<file path="src/rtl/mcpu_selftest_sequencer_if.sv">
// Program-RAM write port, program/check streams and register-file read port of the MCPU self-test sequencer.
// master = sequencer side, slave = RAM / stream sources / register file.
interface mcpu_selftest_sequencer_if #(
    parameter int WORD_SIZE      = 16,
    parameter int ADDR_WIDTH     = 8,
    parameter int DATA_WIDTH     = 8,
    parameter int REG_ADDR_WIDTH = 4
);
    logic                      mem_we;
    logic [ADDR_WIDTH-1:0]     mem_addr;
    logic [WORD_SIZE-1:0]      mem_wdata;
    logic                      prog_valid;
    logic                      prog_ready;
    logic [WORD_SIZE-1:0]      prog_data;
    logic                      prog_last;
    logic                      chk_valid;
    logic                      chk_ready;
    logic [REG_ADDR_WIDTH-1:0] chk_reg;
    logic [DATA_WIDTH-1:0]     chk_value;
    logic                      chk_last;
    logic [REG_ADDR_WIDTH-1:0] reg_raddr;
    logic [DATA_WIDTH-1:0]     reg_rdata;

    modport master (
        output mem_we, mem_addr, mem_wdata, prog_ready, chk_ready, reg_raddr,
        input  prog_valid, prog_data, prog_last, chk_valid, chk_reg, chk_value, chk_last, reg_rdata
    );
    modport slave (
        input  mem_we, mem_addr, mem_wdata, prog_ready, chk_ready, reg_raddr,
        output prog_valid, prog_data, prog_last, chk_valid, chk_reg, chk_value, chk_last, reg_rdata
    );
endinterface

</file>
<file path="src/rtl/mcpu_selftest_sequencer.sv">
// MCPU self-test sequencer: zero-fill RAM, stream in program, run for RUN_CYCLES, check registers.
// Optional MCPU_SELFTEST_TRACE_EN: consume every check entry and report mismatch count / first mismatch.
module mcpu_selftest_sequencer #(
    parameter int WORD_SIZE      = 16,
    parameter int ADDR_WIDTH     = 8,
    parameter int DATA_WIDTH     = 8,
    parameter int REG_ADDR_WIDTH = 4,
    parameter int RUN_CYCLES     = 57
) (
    input  logic clk,
    input  logic reset,
    input  logic start,
    mcpu_selftest_sequencer_if.master bus,
    output logic cpu_reset,
    output logic busy,
    output logic done,
    output logic pass,
    output logic load_ovf
`ifdef MCPU_SELFTEST_TRACE_EN
    ,
    output logic [REG_ADDR_WIDTH:0]   fail_count,
    output logic [REG_ADDR_WIDTH-1:0] first_fail_reg,
    output logic [DATA_WIDTH-1:0]     first_fail_data
`endif
);
    localparam int RUN_W = (RUN_CYCLES > 1) ? $clog2(RUN_CYCLES) : 1;
    localparam logic [RUN_W-1:0]      RUN_LAST  = RUN_W'(RUN_CYCLES - 1);
    localparam logic [ADDR_WIDTH-1:0] LAST_ADDR = '1;

    typedef enum logic [2:0] {IDLE, CLEAR, LOAD, RUN, CHECK, DONE} state_t;

    state_t                    state, state_nx;
    logic [ADDR_WIDTH-1:0]     addr;
    logic [RUN_W-1:0]          run_cnt;
    logic                      fail;
    logic [DATA_WIDTH-1:0]     rdata;
    logic [REG_ADDR_WIDTH-1:0] chk_reg;
    logic                      restart, prog_hs, chk_hs, mismatch, chk_end;

    assign rdata    = bus.reg_rdata;
    assign chk_reg  = bus.chk_reg;
    assign restart  = start && (state == IDLE || state == DONE);
    assign prog_hs  = (state == LOAD) && bus.prog_valid;
    assign chk_hs   = (state == CHECK) && bus.chk_valid;
    assign mismatch = rdata != bus.chk_value;
`ifdef MCPU_SELFTEST_TRACE_EN
    assign chk_end  = chk_hs && bus.chk_last;
`else
    assign chk_end  = chk_hs && (bus.chk_last || mismatch);
`endif

    always_ff @(posedge clk or posedge reset) begin
        if (reset) state <= IDLE;
        else       state <= state_nx;
    end

    always_comb begin
        state_nx = state;
        unique case (state)
            IDLE, DONE: if (start) state_nx = CLEAR;
            CLEAR:      if (addr == LAST_ADDR) state_nx = LOAD;
            LOAD:       if (prog_hs && (bus.prog_last || addr == LAST_ADDR)) state_nx = RUN;
            RUN:        if (run_cnt == RUN_LAST) state_nx = CHECK;
            CHECK:      if (chk_end) state_nx = DONE;
            default:    state_nx = IDLE;
        endcase
    end

    always_comb begin
        cpu_reset      = 1'b1;
        busy           = 1'b0;
        done           = 1'b0;
        bus.mem_we     = 1'b0;
        bus.mem_wdata  = WORD_SIZE'(0);
        bus.prog_ready = 1'b0;
        bus.chk_ready  = 1'b0;
        unique case (state)
            CLEAR: begin
                busy       = 1'b1;
                bus.mem_we = 1'b1;
            end
            LOAD: begin
                busy           = 1'b1;
                bus.prog_ready = 1'b1;
                bus.mem_we     = bus.prog_valid;
                bus.mem_wdata  = WORD_SIZE'(bus.prog_data);
            end
            RUN: begin
                busy      = 1'b1;
                cpu_reset = 1'b0;
            end
            CHECK: begin
                busy          = 1'b1;
                bus.chk_ready = 1'b1;
            end
            DONE:    done = 1'b1;
            default: ;
        endcase
    end

    assign bus.mem_addr  = addr;
    assign bus.reg_raddr = chk_reg;
    assign pass          = (state == DONE) && !fail && !load_ovf;

    // One counter walks CLEAR addresses and then serves as the load pointer; CLEAR's
    // natural wrap to 0 primes LOAD, and LOAD holds it at the top address.
    always_ff @(posedge clk or posedge reset) begin
        if (reset) begin
            addr     <= '0;
            run_cnt  <= '0;
            fail     <= 1'b0;
            load_ovf <= 1'b0;
        end else begin
            if (restart) begin
                addr     <= '0;
                fail     <= 1'b0;
                load_ovf <= 1'b0;
            end else begin
                if (state == CLEAR || (prog_hs && addr != LAST_ADDR))
                    addr <= addr + ADDR_WIDTH'(1);
                if (prog_hs && addr == LAST_ADDR && !bus.prog_last)
                    load_ovf <= 1'b1;
                if (chk_hs && mismatch)
                    fail <= 1'b1;
            end
            run_cnt <= (state == RUN) ? run_cnt + RUN_W'(1) : '0;
        end
    end

`ifdef MCPU_SELFTEST_TRACE_EN
    always_ff @(posedge clk or posedge reset) begin
        if (reset) begin
            fail_count      <= '0;
            first_fail_reg  <= '0;
            first_fail_data <= '0;
        end else if (restart) begin
            fail_count      <= '0;
            first_fail_reg  <= '0;
            first_fail_data <= '0;
        end else if (chk_hs && mismatch) begin
            if (fail_count != '1) fail_count <= fail_count + (REG_ADDR_WIDTH+1)'(1);
            if (!fail) begin
                first_fail_reg  <= chk_reg;
                first_fail_data <= rdata;
            end
        end
    end
`endif
endmodule

</file>
<file path="src/flat_wrapper.sv">
// flat-port wrapper written by rule: the top's interface ports become plain ports
module mcpu_selftest_sequencer_flat 
#(
    parameter int WORD_SIZE      = 16,
    parameter int ADDR_WIDTH     = 8,
    parameter int DATA_WIDTH     = 8,
    parameter int REG_ADDR_WIDTH = 4,
    parameter int RUN_CYCLES     = 57
)
  (clk, reset, start, cpu_reset, busy, done, pass, load_ovf, bus_mem_we, bus_mem_addr, bus_mem_wdata, bus_prog_ready, bus_chk_ready, bus_reg_raddr, bus_prog_valid, bus_prog_data, bus_prog_last, bus_chk_valid, bus_chk_reg, bus_chk_value, bus_chk_last, bus_reg_rdata);
  mcpu_selftest_sequencer_if #(.WORD_SIZE(WORD_SIZE), .ADDR_WIDTH(ADDR_WIDTH), .DATA_WIDTH(DATA_WIDTH), .REG_ADDR_WIDTH(REG_ADDR_WIDTH)) bus_i ();
  input  logic clk;
  input  logic reset;
  input  logic start;
  output logic cpu_reset;
  output logic busy;
  output logic done;
  output logic pass;
  output logic load_ovf;
  output wire logic [$bits(bus_i.mem_we)-1:0] bus_mem_we;
  output wire logic [$bits(bus_i.mem_addr)-1:0] bus_mem_addr;
  output wire logic [$bits(bus_i.mem_wdata)-1:0] bus_mem_wdata;
  output wire logic [$bits(bus_i.prog_ready)-1:0] bus_prog_ready;
  output wire logic [$bits(bus_i.chk_ready)-1:0] bus_chk_ready;
  output wire logic [$bits(bus_i.reg_raddr)-1:0] bus_reg_raddr;
  input wire logic [$bits(bus_i.prog_valid)-1:0] bus_prog_valid;
  input wire logic [$bits(bus_i.prog_data)-1:0] bus_prog_data;
  input wire logic [$bits(bus_i.prog_last)-1:0] bus_prog_last;
  input wire logic [$bits(bus_i.chk_valid)-1:0] bus_chk_valid;
  input wire logic [$bits(bus_i.chk_reg)-1:0] bus_chk_reg;
  input wire logic [$bits(bus_i.chk_value)-1:0] bus_chk_value;
  input wire logic [$bits(bus_i.chk_last)-1:0] bus_chk_last;
  input wire logic [$bits(bus_i.reg_rdata)-1:0] bus_reg_rdata;
  assign bus_mem_we = bus_i.mem_we;
  assign bus_mem_addr = bus_i.mem_addr;
  assign bus_mem_wdata = bus_i.mem_wdata;
  assign bus_prog_ready = bus_i.prog_ready;
  assign bus_chk_ready = bus_i.chk_ready;
  assign bus_reg_raddr = bus_i.reg_raddr;
  assign bus_i.prog_valid = bus_prog_valid;
  assign bus_i.prog_data = bus_prog_data;
  assign bus_i.prog_last = bus_prog_last;
  assign bus_i.chk_valid = bus_chk_valid;
  assign bus_i.chk_reg = bus_chk_reg;
  assign bus_i.chk_value = bus_chk_value;
  assign bus_i.chk_last = bus_chk_last;
  assign bus_i.reg_rdata = bus_reg_rdata;
  mcpu_selftest_sequencer #(.WORD_SIZE(WORD_SIZE), .ADDR_WIDTH(ADDR_WIDTH), .DATA_WIDTH(DATA_WIDTH), .REG_ADDR_WIDTH(REG_ADDR_WIDTH), .RUN_CYCLES(RUN_CYCLES)) u_core (.clk(clk), .reset(reset), .start(start), .bus(bus_i), .cpu_reset(cpu_reset), .busy(busy), .done(done), .pass(pass), .load_ovf(load_ovf));
endmodule
</file>
<file path="config.mk">
export PLATFORM = sky130hd
export DESIGN_NAME = mcpu_selftest_sequencer_flat
export DESIGN_NICKNAME = d
export VERILOG_FILES = /design/src/rtl/mcpu_selftest_sequencer_if.sv /design/src/rtl/mcpu_selftest_sequencer.sv /design/src/flat_wrapper.sv
export SDC_FILE = /design/constraint.sdc
export NUM_CORES = 1
export LEC_CHECK = 0
export ABC_CLOCK_PERIOD_IN_PS = 1950
export CAP_MARGIN = 20
export CELL_PAD_IN_SITES_DETAIL_PLACEMENT = 1
export CELL_PAD_IN_SITES_GLOBAL_PLACEMENT = 2
export CORE_MARGIN = 5
export CORE_UTILIZATION = 19
export CTS_CLUSTER_SIZE = 40
export DETAILED_ROUTE_END_ITERATION = 7
export PLACE_DENSITY = 0.84
export SYNTH_ARGS = -nofsm -noshare
export SYNTH_HDL_FRONTEND = slang
export SYNTH_SLANG_ARGS = --single-unit
</file>
<file path="constraint.sdc">
create_clock -name clk -period 1.95 [get_ports clk]
set_input_delay 0.195 -clock clk [delete_from_list [all_inputs] [get_ports clk]]
set_output_delay 0.195 -clock clk [all_outputs]
set_load 0.02 [all_outputs]
</file>
==> results of run 1 <==
==> cell usage in the layout (no fill, tap or decap) <==
master and instances:
clkbuf_1 1, o31ai_1 2, and3_1 1, xor2_1 12, a2111oi_0 1, o22ai_1 1, nand2_1 13, a41oi_1 1
dlygate4sd2_1 21, o21ai_0 3, a31oi_1 3, nor3_1 4, and2_1 17, dfrtp_2 1, nand2b_1 2, nor2b_1 2
a22oi_1 1, nand4_1 1, or4b_1 1, ha_1 3, nand3_1 7, o21ai_2 1, nor4_1 3, xnor2_1 2
nand3b_1 1, mux2i_1 4, clkbuf_8 3, nor3b_1 1, clkdlybuf4s50_1 47, a21oi_1 3, or2_1 1, dfrtp_1 18
buf_4 9, inv_1 6, a21oi_2 1, or3_1 4, nor2_1 15, dlymetal6s2s_1 2, o211ai_1 2
==> cell families after synthesis <==
group	Yosys count	synth area share, %
and+or+nand+nor	73	29.94
AOI/OAI and AO/OA	19	10.08
DFF	19	37.55
buffers and inverters	15	6.621
xor gates and xnor gates	14	9.684
muxes	4	3.162
adders and majority gates	3	2.965
==> through the flow <==
stage / setup slack (ns) / power, uW
4_1_cts: 0.003287 / 1541
6_report: 0.1464 / 1516
2_1_floorplan: 0.2644 / 950.7
3_5_place_dp: 0.09100 / 1267
5_1_grt: 0.003413 / 1638
3_3_place_gp: 0.1251 / 1249
==> critical path: cells and delay by family, from the launching register on <==
kind / cells / cell delay [ns]
flops: 1 / 0.37
simple gates: 3 / 0.43
buf+inv: 2 / 0.54
==> registers in the layout, indices dropped and copies added, names as in the netlist <==
name                 cells
u_core.run_cnt           6
u_core.load_ovf          1
u_core.fail              1
u_core.bus.mem_addr      8
u_core.state             3
==> cell type report <==
| type | count | area [um2] |
|---|---|---|
| Inverter | 6 | 22.52 |
| Multi-Input combinational cell | 113 | 706.9 |
| Tap cell | 77 | 96.34 |
| Clock buffer | 4 | 45.04 |
| Fill cell | 772 | 4328 |
| Timing Repair Buffer | 79 | 747.0 |
| Sequential cell | 19 | 476.7 |
==> power by group through the flow <==
stage	Sequential [uW]	Combinational [uW]	Clock [uW]
floorplan	625	326	0
global placement	570	679	0
detailed placement	575	691	0
CTS	568	683	291
global route	581	741	316
finish	564	673	279
==> layer usage <==
metal / up-vias / global-route usage (%) / part of all wire [%]
met3: 6 / 4.337 / 13
met4: 0 / 3.769 / 1.9
met2: 65 / 15.03 / 41
met1: 572 / 12.01 / 44
met5: - / 0 / 0
li1: 642 / - / -
==> final timing paths <==
check,cells past startpoint,to,slack (ns),from
worst max-delay path,5,bus_mem_wdata[9],0.15,u_core.state[0]
worst min-delay path,3,u_core.run_cnt[0],0.27,reset
min in group clk,0,bus_reg_raddr[0],0.39,bus_chk_reg[0]
worst min register to register,1,u_core.run_cnt[0],0.49,u_core.run_cnt[0]
worst max register to register,7,u_core.bus.mem_addr[4],0.20,u_core.bus.mem_addr[0]
max in group asynchronous,3,u_core.state[2],1.45,reset
==> impl_results.md, run 1 <==
* Gpl congestion at 0.7478
* Post-CTS Setup Inserts at 0
* Ratio of cells with drive above 1 in the final layout at 6.787%
* Sum Neg Setup Slack at 0 ns
* Nets at 268
* Total gr overflow at 0
* P_int at 949.3 uW
* Hold buffers post-CTS at 0
* Dominant cell type by area after synthesis: dfrtp_1
* Share of the synthesized area in the top cell type at 37.55%
* Core box area at 6422 um2
* Worst-path fanout max at 18
* CP Cell Sequence: nand2b_1, nor2_1, buf_4, and2_1, dlygate4sd2_1
* Syn avg cell area at 8.614 um2
* Top area cells in the synthesized netlist: dfrtp_1 38%, and2_1 8.4%, xor2_1 8.3%
* Final HPWL DP at 3273 um
* Clock Tree Buf Depth at 2
* Die Footprint at 8397 um2
* Crit. End Element: output pin
* Sequential share of power at 37.2%
* First-pass GRT wire length at 6727 um
* Post-CTS sizing at 21
* Post-DP Area at 2069 um2
* Switching Fraction at 37.37%
* Endpoints failing hold at 0
* Crit path time final at 1.804 ns
* Ys Warns at 0
* Cell Rows at 29
* Clock share of power at 18.4%
* Max H-tree Level at 1
* Most common cell in the netlist: dfrtp_1
* Comb pwr share at 44.4%
* Clk_skew at 0.004730 ns
* PwrDens at 723.6 nW/um2
* Non-filler cells, final at 298
* RSZ-0062 raised after global routing: no
* Tightest Pin Transition at 0.3605 ns
* Max Slew Vio Count at 0
* # DRC at 0
* Fraction of registers with async set/reset at 100.0%
* Routed WL at 3985 um
* Die X at 91.64 um
* Post-synthesis net count at 193
* Via count at 1285
* Leak at 0.0009577 uW
* Unique masters post-synth at 36
* Sequential share of the synthesized area at 37.55%
* Mapped cell area at 1266 um2
* Post-synth EDFFs at 0
* IO buf count at 70
* CP Class: flip-flop to output pin
* Crit path max-delay cell type: dfrtp_1
* Yosys reg bits at 19
* Post-Synthesis Cells at 147
* Pin count of the biggest net entering global routing at 20
* First-pass iteration count of the detailed router at 4
* Area growth, synth to finish at 65.42%
* Total I/O pin count at 79
* Skew-Pair Late Insertion Delay at 0.26 ns
* Post-DR wirelength/cell at 13.37 um
* Final Cycle Share at 92.49%
* Final setup vio count at 0
* Largest stage delay, worst path at 0.37 ns
* Post-route cell area at 2095 um2
* Sw Pwr at 566.3 uW
* Global router's overall resource usage at 9.782%
* Clock root buffer: clkbuf_8
* Vias in the first global route at 1411
* DR vias/cell at 4.312
* 1st-iter DRT viols at 51
* Max Cap Violations at 0
* Startpoint types: flip-flop
* Ys flop type: dfrtp_1
* Crit path DAT at 1.61 ns
* CTS sink cnt at 19
* Hold crit path type: input pin to asynchronous set/reset pin
* CTS tree: built
* Ant. Diodes at 0
* CTS clk-pin slew, worst paths at 0.07 ns
* Max Fclk at 554.5 MHz
* Routed Antenna Nets at 0
* CTS Buf Count at 3
* Starting Density at 19.72%
* Top cells by count, synth: 19 x dfrtp_1, 17 x and2_1, 15 x nor2_1
* Antenna violations before repair at 0
* Peak VDD IR at 0.2869 mV
* Final hold slack at 0.2665 ns
* Status: finished, final reports clean
* Slew margin rel. at 75.35%
* Critical path required time at 1.75 ns
* Final core occ at 32.61%
* Die H at 91.64 um
* Dpl cells at 294
Note: power is estimated with default switching activity, not from simulation.
==> run 2, diff against run 1 <==
--- a/config.mk
+++ b/config.mk
@@ -5,6 +5,7 @@
 export SDC_FILE = /design/constraint.sdc
 export NUM_CORES = 1
 export LEC_CHECK = 0
+export ABC_AREA = 1
 export ABC_CLOCK_PERIOD_IN_PS = 1950
 export CAP_MARGIN = 20
 export CELL_PAD_IN_SITES_DETAIL_PLACEMENT = 1
@@ -13,7 +14,8 @@
 export CORE_UTILIZATION = 19
 export CTS_CLUSTER_SIZE = 40
 export DETAILED_ROUTE_END_ITERATION = 7
-export PLACE_DENSITY = 0.84
+export MAX_ROUTING_LAYER = met4
+export PLACE_DENSITY = 0.85
 export SYNTH_ARGS = -nofsm -noshare
 export SYNTH_HDL_FRONTEND = slang
 export SYNTH_SLANG_ARGS = --single-unit
==> constraint.sdc (replaced) <==
create_clock -name clk -period 1.95 [get_ports clk]
set_input_delay 0.39 -clock clk [delete_from_list [all_inputs] [get_ports clk]]
set_output_delay 0.39 -clock clk [all_outputs]
set_load 0.02 [all_outputs]
==> run 2 against run 1 <==
Critical path depth decreased by 1. Maximum frequency decreased by 3.5%. First-iteration DRC count increased by 16%. Largest power group unchanged. Synthesized area increased by 13%. Sequential cell count unchanged. Cell area increased by 11%. Worst setup slack got worse by 0.066 ns. Die area increased by 12%. Cell count increased by 33%. Non-clock buffer count increased by 3.
==> impl_results.md, run 2 <==
* Via count at 1579
* Share of the synthesized area in the top cell type at 33.22%
* Largest stage delay, worst path at 0.45 ns
* Total I/O pin count at 79
* Non-filler cells, final at 397
* Post-DR wirelength/cell at 11.61 um
* Top cells by count, synth: 49 x inv_1, 49 x nand2_1, 30 x nor2_1
* Status: finished, final reports clean
* Reg2reg end: u_core.bus.mem_addr[5]
* Final setup vio count at 0
* Unique masters post-synth at 26
* Gpl congestion at 0.7893
* IO buf count at 70
* P_int at 1244 uW
* Worst-path fanout max at 18
* Sequential share of power at 24.6%
* Crit path DAT at 1.48 ns
* First-pass GRT wire length at 7659 um
* Ys Warns at 0
* Clock root buffer: clkbuf_8
* Switching Fraction at 47.22%
* Post-synth EDFFs at 0
* Die H at 96.80 um
* CP Cell Sequence: nor3_4, inv_4, nor2_1, clkdlybuf4s15_1
* Hold buffers post-CTS at 0
* CTS sink cnt at 19
* Total gr overflow at 0
* Max H-tree Level at 1
* Mapped cell area at 1431 um2
* Routed WL at 4609 um
* Final HPWL DP at 3961 um
* Ys flop type: dfrtp_1
* Global router's overall resource usage at 10.02%
* Tightest Pin Transition at 0.4190 ns
* Die X at 96.80 um
* Max Fclk at 534.9 MHz
* Skew-Pair Late Insertion Delay at 0.26 ns
* Max reg flops at 8
* RSZ-0062 raised after global routing: no
* Post-route cell area at 2327 um2
* CP Class: flip-flop to output pin
* 1st-iter DRT viols at 59
* Routed Antenna Nets at 0
* Endpoints failing hold at 0
* Sum Neg Setup Slack at 0 ns
* Max Slew Vio Count at 0
* Slew margin rel. at 72.00%
* Clock share of power at 11.7%
* Syn avg cell area at 6.566 um2
* Post-synthesis net count at 264
* Peak VDD IR at 0.2549 mV
* Commonest non-fill, non-tap cells in the layout: 49 x inv_1, 49 x nand2_1, 47 x clkdlybuf4s50_1
* Vias in the first global route at 1710
* Post-Synthesis Cells at 218
* Crit path time final at 1.870 ns
* Dominant cell type by area after synthesis: dfrtp_1
* Die Footprint at 9369 um2
* CTS clk-pin slew, worst paths at 0.08 ns
* Ant. Diodes at 0
* Fraction of registers with async set/reset at 100.0%
* Post-CTS Setup Inserts at 0
* Clock Tree Buf Depth at 2
* Area growth, synth to finish at 62.59%
* PwrDens at 1013 nW/um2
* Core box area at 7292 um2
* Cell Rows at 31
* Top area cells in the synthesized netlist: dfrtp_1 33%, inv_1 13%, nand2_1 13%
* Comb pwr share at 63.8%
* Ratio of cells with drive above 1 in the final layout at 16.44%
* Starting Density at 19.63%
* Reg2Reg Setup Slack at 0.29 ns
* Nets at 345
* R2R depth at 8
* # DRC at 0
* CTS Buf Count at 3
* Sw Pwr at 1113 uW
* Clk_skew at 0.007432 ns
* CTS tree: built
* DR vias/cell at 3.977
* Sequential share of the synthesized area at 33.22%
* Yosys reg bits at 19
* Crit. End Element: output pin
* Final core occ at 31.91%
* Leak at 0.001181 uW
* Antenna violations before repair at 0
* Max Cap Violations at 0
* First-pass iteration count of the detailed router at 4
* Startpoint types: flip-flop
* Dpl cells at 393
* Critical path required time at 1.56 ns
* Crit path max-delay cell type: dfrtp_2
* Launching point of the worst reg2reg path: u_core.bus.mem_addr[0]
* Final Cycle Share at 95.88%
* Hold crit path type: input pin to asynchronous set/reset pin
* Pin count of the biggest net entering global routing at 20
* Post-DP Area at 2307 um2
* Final hold slack at 0.4554 ns
[run 2: metrics by stage]
step	power [uW]	setup slack, ns
3_5_place_dp	2194	-0.09276
6_report	2357	0.08044
4_1_cts	2423	0.002465
5_1_grt	2567	0.01756
2_1_floorplan	1459	0.09585
3_3_place_gp	2160	-0.04053
[run 2: routing by layer]
metal,track usage (%),wire length (um)
met4,2.916,34
met5,-,0
met3,0.9353,109
met2,19.43,2489
met1,10.67,1975
[run 2: cell families (layout without fill, tap and decap cells)]
kind of cell	Yosys count	count (layout)	share of synthesized area (%)
simple gates	114	114	36.28
compound gates	16	16	6.993
buf+inv	59	139	16.61
flops	19	19	33.22
xor+xnor	7	7	4.283
fa+ha+maj	3	3	2.623
[run 2: cell type report]
class / count / area, um2
Timing Repair Buffer: 82 / 760.7
Fill cell: 935 / 4965
Clock buffer: 3 / 41.29
Tap cell: 99 / 123.9
Multi-Input combinational cell: 140 / 718.2
Clock inverter: 1 / 5.005
Sequential cell: 19 / 476.7
Inverter: 53 / 201.4
[run 2: power by group through the flow]
| stage | logic [uW] | registers, uW | clock network, uW |
|---|---|---|---|
| final | 1500 | 579 | 275 |
| after global routing | 1660 | 592 | 310 |
| after CTS | 1550 | 580 | 289 |
| after detailed placement | 1610 | 588 | 0 |
| after global placement | 1580 | 584 | 0 |
| after floorplan | 819 | 639 | 0 |
[run 2: worst max-delay path by stage]
stage	start	endpoint	cells past startpoint
2_1_floorplan	u_core.state[0]	bus_mem_wdata[10]	4
3_3_place_gp	bus_prog_valid	bus_mem_we	4
3_5_place_dp	bus_prog_valid	bus_mem_we	4
4_1_cts	u_core.state[0]	bus_mem_wdata[5]	4
5_1_grt	u_core.state[0]	bus_mem_wdata[10]	4
6_report	u_core.state[0]	bus_mem_wdata[6]	4
[run 2: what timing repair did]
action                     4_1_cts  5_1_grt
pin swaps                        0        0
setup endpoints to repair       23       17
gates resized for setup         50        9
[run 2: worst max-delay path, delay by kind of cell, from the launching register on]
kind          cells  cell delay, ns
buf+inv           2            0.43
flops             1            0.45
simple gates      2            0.35
==> run 3, diff against run 2 <==
--- a/config.mk
+++ b/config.mk
@@ -10,12 +10,12 @@
 export CAP_MARGIN = 20
 export CELL_PAD_IN_SITES_DETAIL_PLACEMENT = 1
 export CELL_PAD_IN_SITES_GLOBAL_PLACEMENT = 2
-export CORE_MARGIN = 5
 export CORE_UTILIZATION = 19
 export CTS_CLUSTER_SIZE = 40
 export DETAILED_ROUTE_END_ITERATION = 7
 export MAX_ROUTING_LAYER = met4
 export PLACE_DENSITY = 0.85
+export SLEW_MARGIN = 20
 export SYNTH_ARGS = -nofsm -noshare
 export SYNTH_HDL_FRONTEND = slang
 export SYNTH_SLANG_ARGS = --single-unit
==> run 3 against run 2 <==
First-iteration DRC count is 3.4% lower. Die area is 16% lower. Hold slack worse by 0.0063 ns. Sequential power is 2% lower. Clock-buffer cell count is 1 higher. Maximum frequency is 1.8% lower. Via count is 0.89% higher. Non-clock buffer count is 2 lower.
==> impl_results.md, run 3 (synthesized netlist as in run 2, its figures left out) <==
* Ratio of cells with drive above 1 in the final layout at 15.54%
* Clock root buffer: clkbuf_8
* Total I/O pin count at 79
* Comb pwr share at 62.8%
* Max Slew Vio Count at 0
* Tightest Pin Transition at 0.4698 ns
* Sequential share of power at 24.6%
* Startpoint types: flip-flop
* Max reg flops at 8
* Final Cycle Share at 97.66%
* Register Area at 475.5 um2
* Final HPWL DP at 3587 um
* CTS Buf Count at 3
* M1 WL at 1856 um
* DR vias/cell at 4.033
* Antenna violations before repair at 0
* P_int at 1193 uW
* Slew margin rel. at 68.60%
* First-pass GRT wire length at 6872 um
* RSZ-0062 raised after global routing: yes
* Max Fclk at 525.1 MHz
* Post-DP Area at 2292 um2
* Max H-tree Level at 1
* CP Class: flip-flop to output pin
* Reg2Reg Setup Slack at 0.26 ns
* Hold crit path type: input pin to asynchronous set/reset pin
* Hold buffers post-CTS at 0
* R2R depth at 10
* First-pass iteration count of the detailed router at 4
* Gpl congestion at 0.7672
* Wire length on met2 at 2207 um
* Top Layer Used: met4
* Routed Antenna Nets at 0
* Die Footprint at 7885 um2
* Final hold slack at 0.4491 ns
* Leak at 0.001175 uW
* 1st-iter DRT viols at 57
* Post-DR wirelength/cell at 10.99 um
* Starting Density at 19.73%
* Status: finished, final reports clean
* Multi-input gate area at 718.2 um2
* Dpl cells at 391
* # fillers at 936
* Pin count of the biggest net entering global routing at 20
* CTS sink cnt at 19
* Launching point of the worst reg2reg path: u_core.bus.mem_addr[0]
* Routed WL at 4343 um
* Post-route cell area at 2245 um2
* Skew-Pair Late Insertion Delay at 0.27 ns
* Switching Fraction at 48.52%
* Clk_skew at 0.001865 ns
* CTS tree: built
* Max Cap Violations at 0
* Die H at 88.80 um
* Core box area at 7253 um2
* Sw Pwr at 1124 uW
* Final setup vio count at 0
* Met3 Wirelength at 216 um
* Endpoints failing hold at 0
* Nets at 343
* Clock Tree Buf Depth at 2
* Critical path required time at 1.56 ns
* Post-CTS Setup Inserts at 0
* CTS clk-pin slew, worst paths at 0.08 ns
* Commonest non-fill, non-tap cells in the layout: 49 x inv_1, 49 x nand2_1, 47 x clkdlybuf4s50_1
* Reg2reg end: u_core.state[2]
* Cell Rows at 31
* # DRC at 0
* Peak VDD IR at 0.2368 mV
* Area growth, synth to finish at 56.82%
* IO buf count at 70
* Clock share of power at 12.7%
* Die X at 88.80 um
* PwrDens at 1032 nW/um2
* Crit. End Element: output pin
* Global router's overall resource usage at 11.59%
* Total gr overflow at 0
* Crit path time final at 1.904 ns
* Crit path DAT at 1.51 ns
* Vias in the first global route at 1578
* Via count at 1593
* Worst-path fanout max at 18
* Ant. Diodes at 0
* Non-filler cells, final at 395
-- run 3: repair_timing --
action,CTS,global route
cloned,0,0
endpoints found under the setup margin,23,19
hold endpoints to repair,0,0
resized for setup,27,31
-- run 3: critical path: stages, from the launching register on --
cell and delay, ns:
dfrtp_1 0.44, nor3_4 0.20, inv_2 0.16, nor2_1 0.11, dlygate4sd2_1 0.33
-- run 3: worst max-delay path by stage --
stage,end,start
floorplan,bus_mem_wdata[10],u_core.state[0]
global placement,bus_mem_we,bus_prog_valid
detailed placement,bus_mem_we,bus_prog_valid
CTS,bus_mem_wdata[3],u_core.state[2]
global route,busy,u_core.state[1]
finish,bus_mem_wdata[6],u_core.state[2]
-- run 3: area by class of cell --
class	instances	area share (%)
inverters	53	8.863
flip-flops and latches	19	21.18
multi-input cells	140	32.00
clock buffers	4	2.007
well taps	99	5.518
repair buffers	80	30.43
-- run 3: metal layers --
layer  vias up  global-route usage [%]
met5         -                       -
met4         0                   3.959
met3         6                   1.493
met2        40                   21.33
met1       737                   12.77
li1        810                       -
-- run 3: power by group through the flow --
stage / clock, uW / combinational (uW) / sequential (uW)
after global routing: 317 / 1610 / 581
after global placement: 0 / 1560 / 577
after floorplan: 0 / 819 / 639
after detailed placement: 0 / 1590 / 578
after CTS: 303 / 1500 / 570
final: 293 / 1450 / 569
-- run 3: per-stage QoR --
step | TNS (ns) | setup WS (ns) | utilization (%) | total power [uW]
finish | 0 | 0.04556 | 30.95 | 2317
global placement | -0.2422 | -0.03881 | 31.60 | 2135
CTS | 0 | 0.0002305 | 31.90 | 2378
floorplan | 0 | 0.09585 | - | 1459
global route | -0.1386 | -0.07004 | 30.95 | 2507
detailed placement | -0.5405 | -0.06283 | 31.60 | 2166
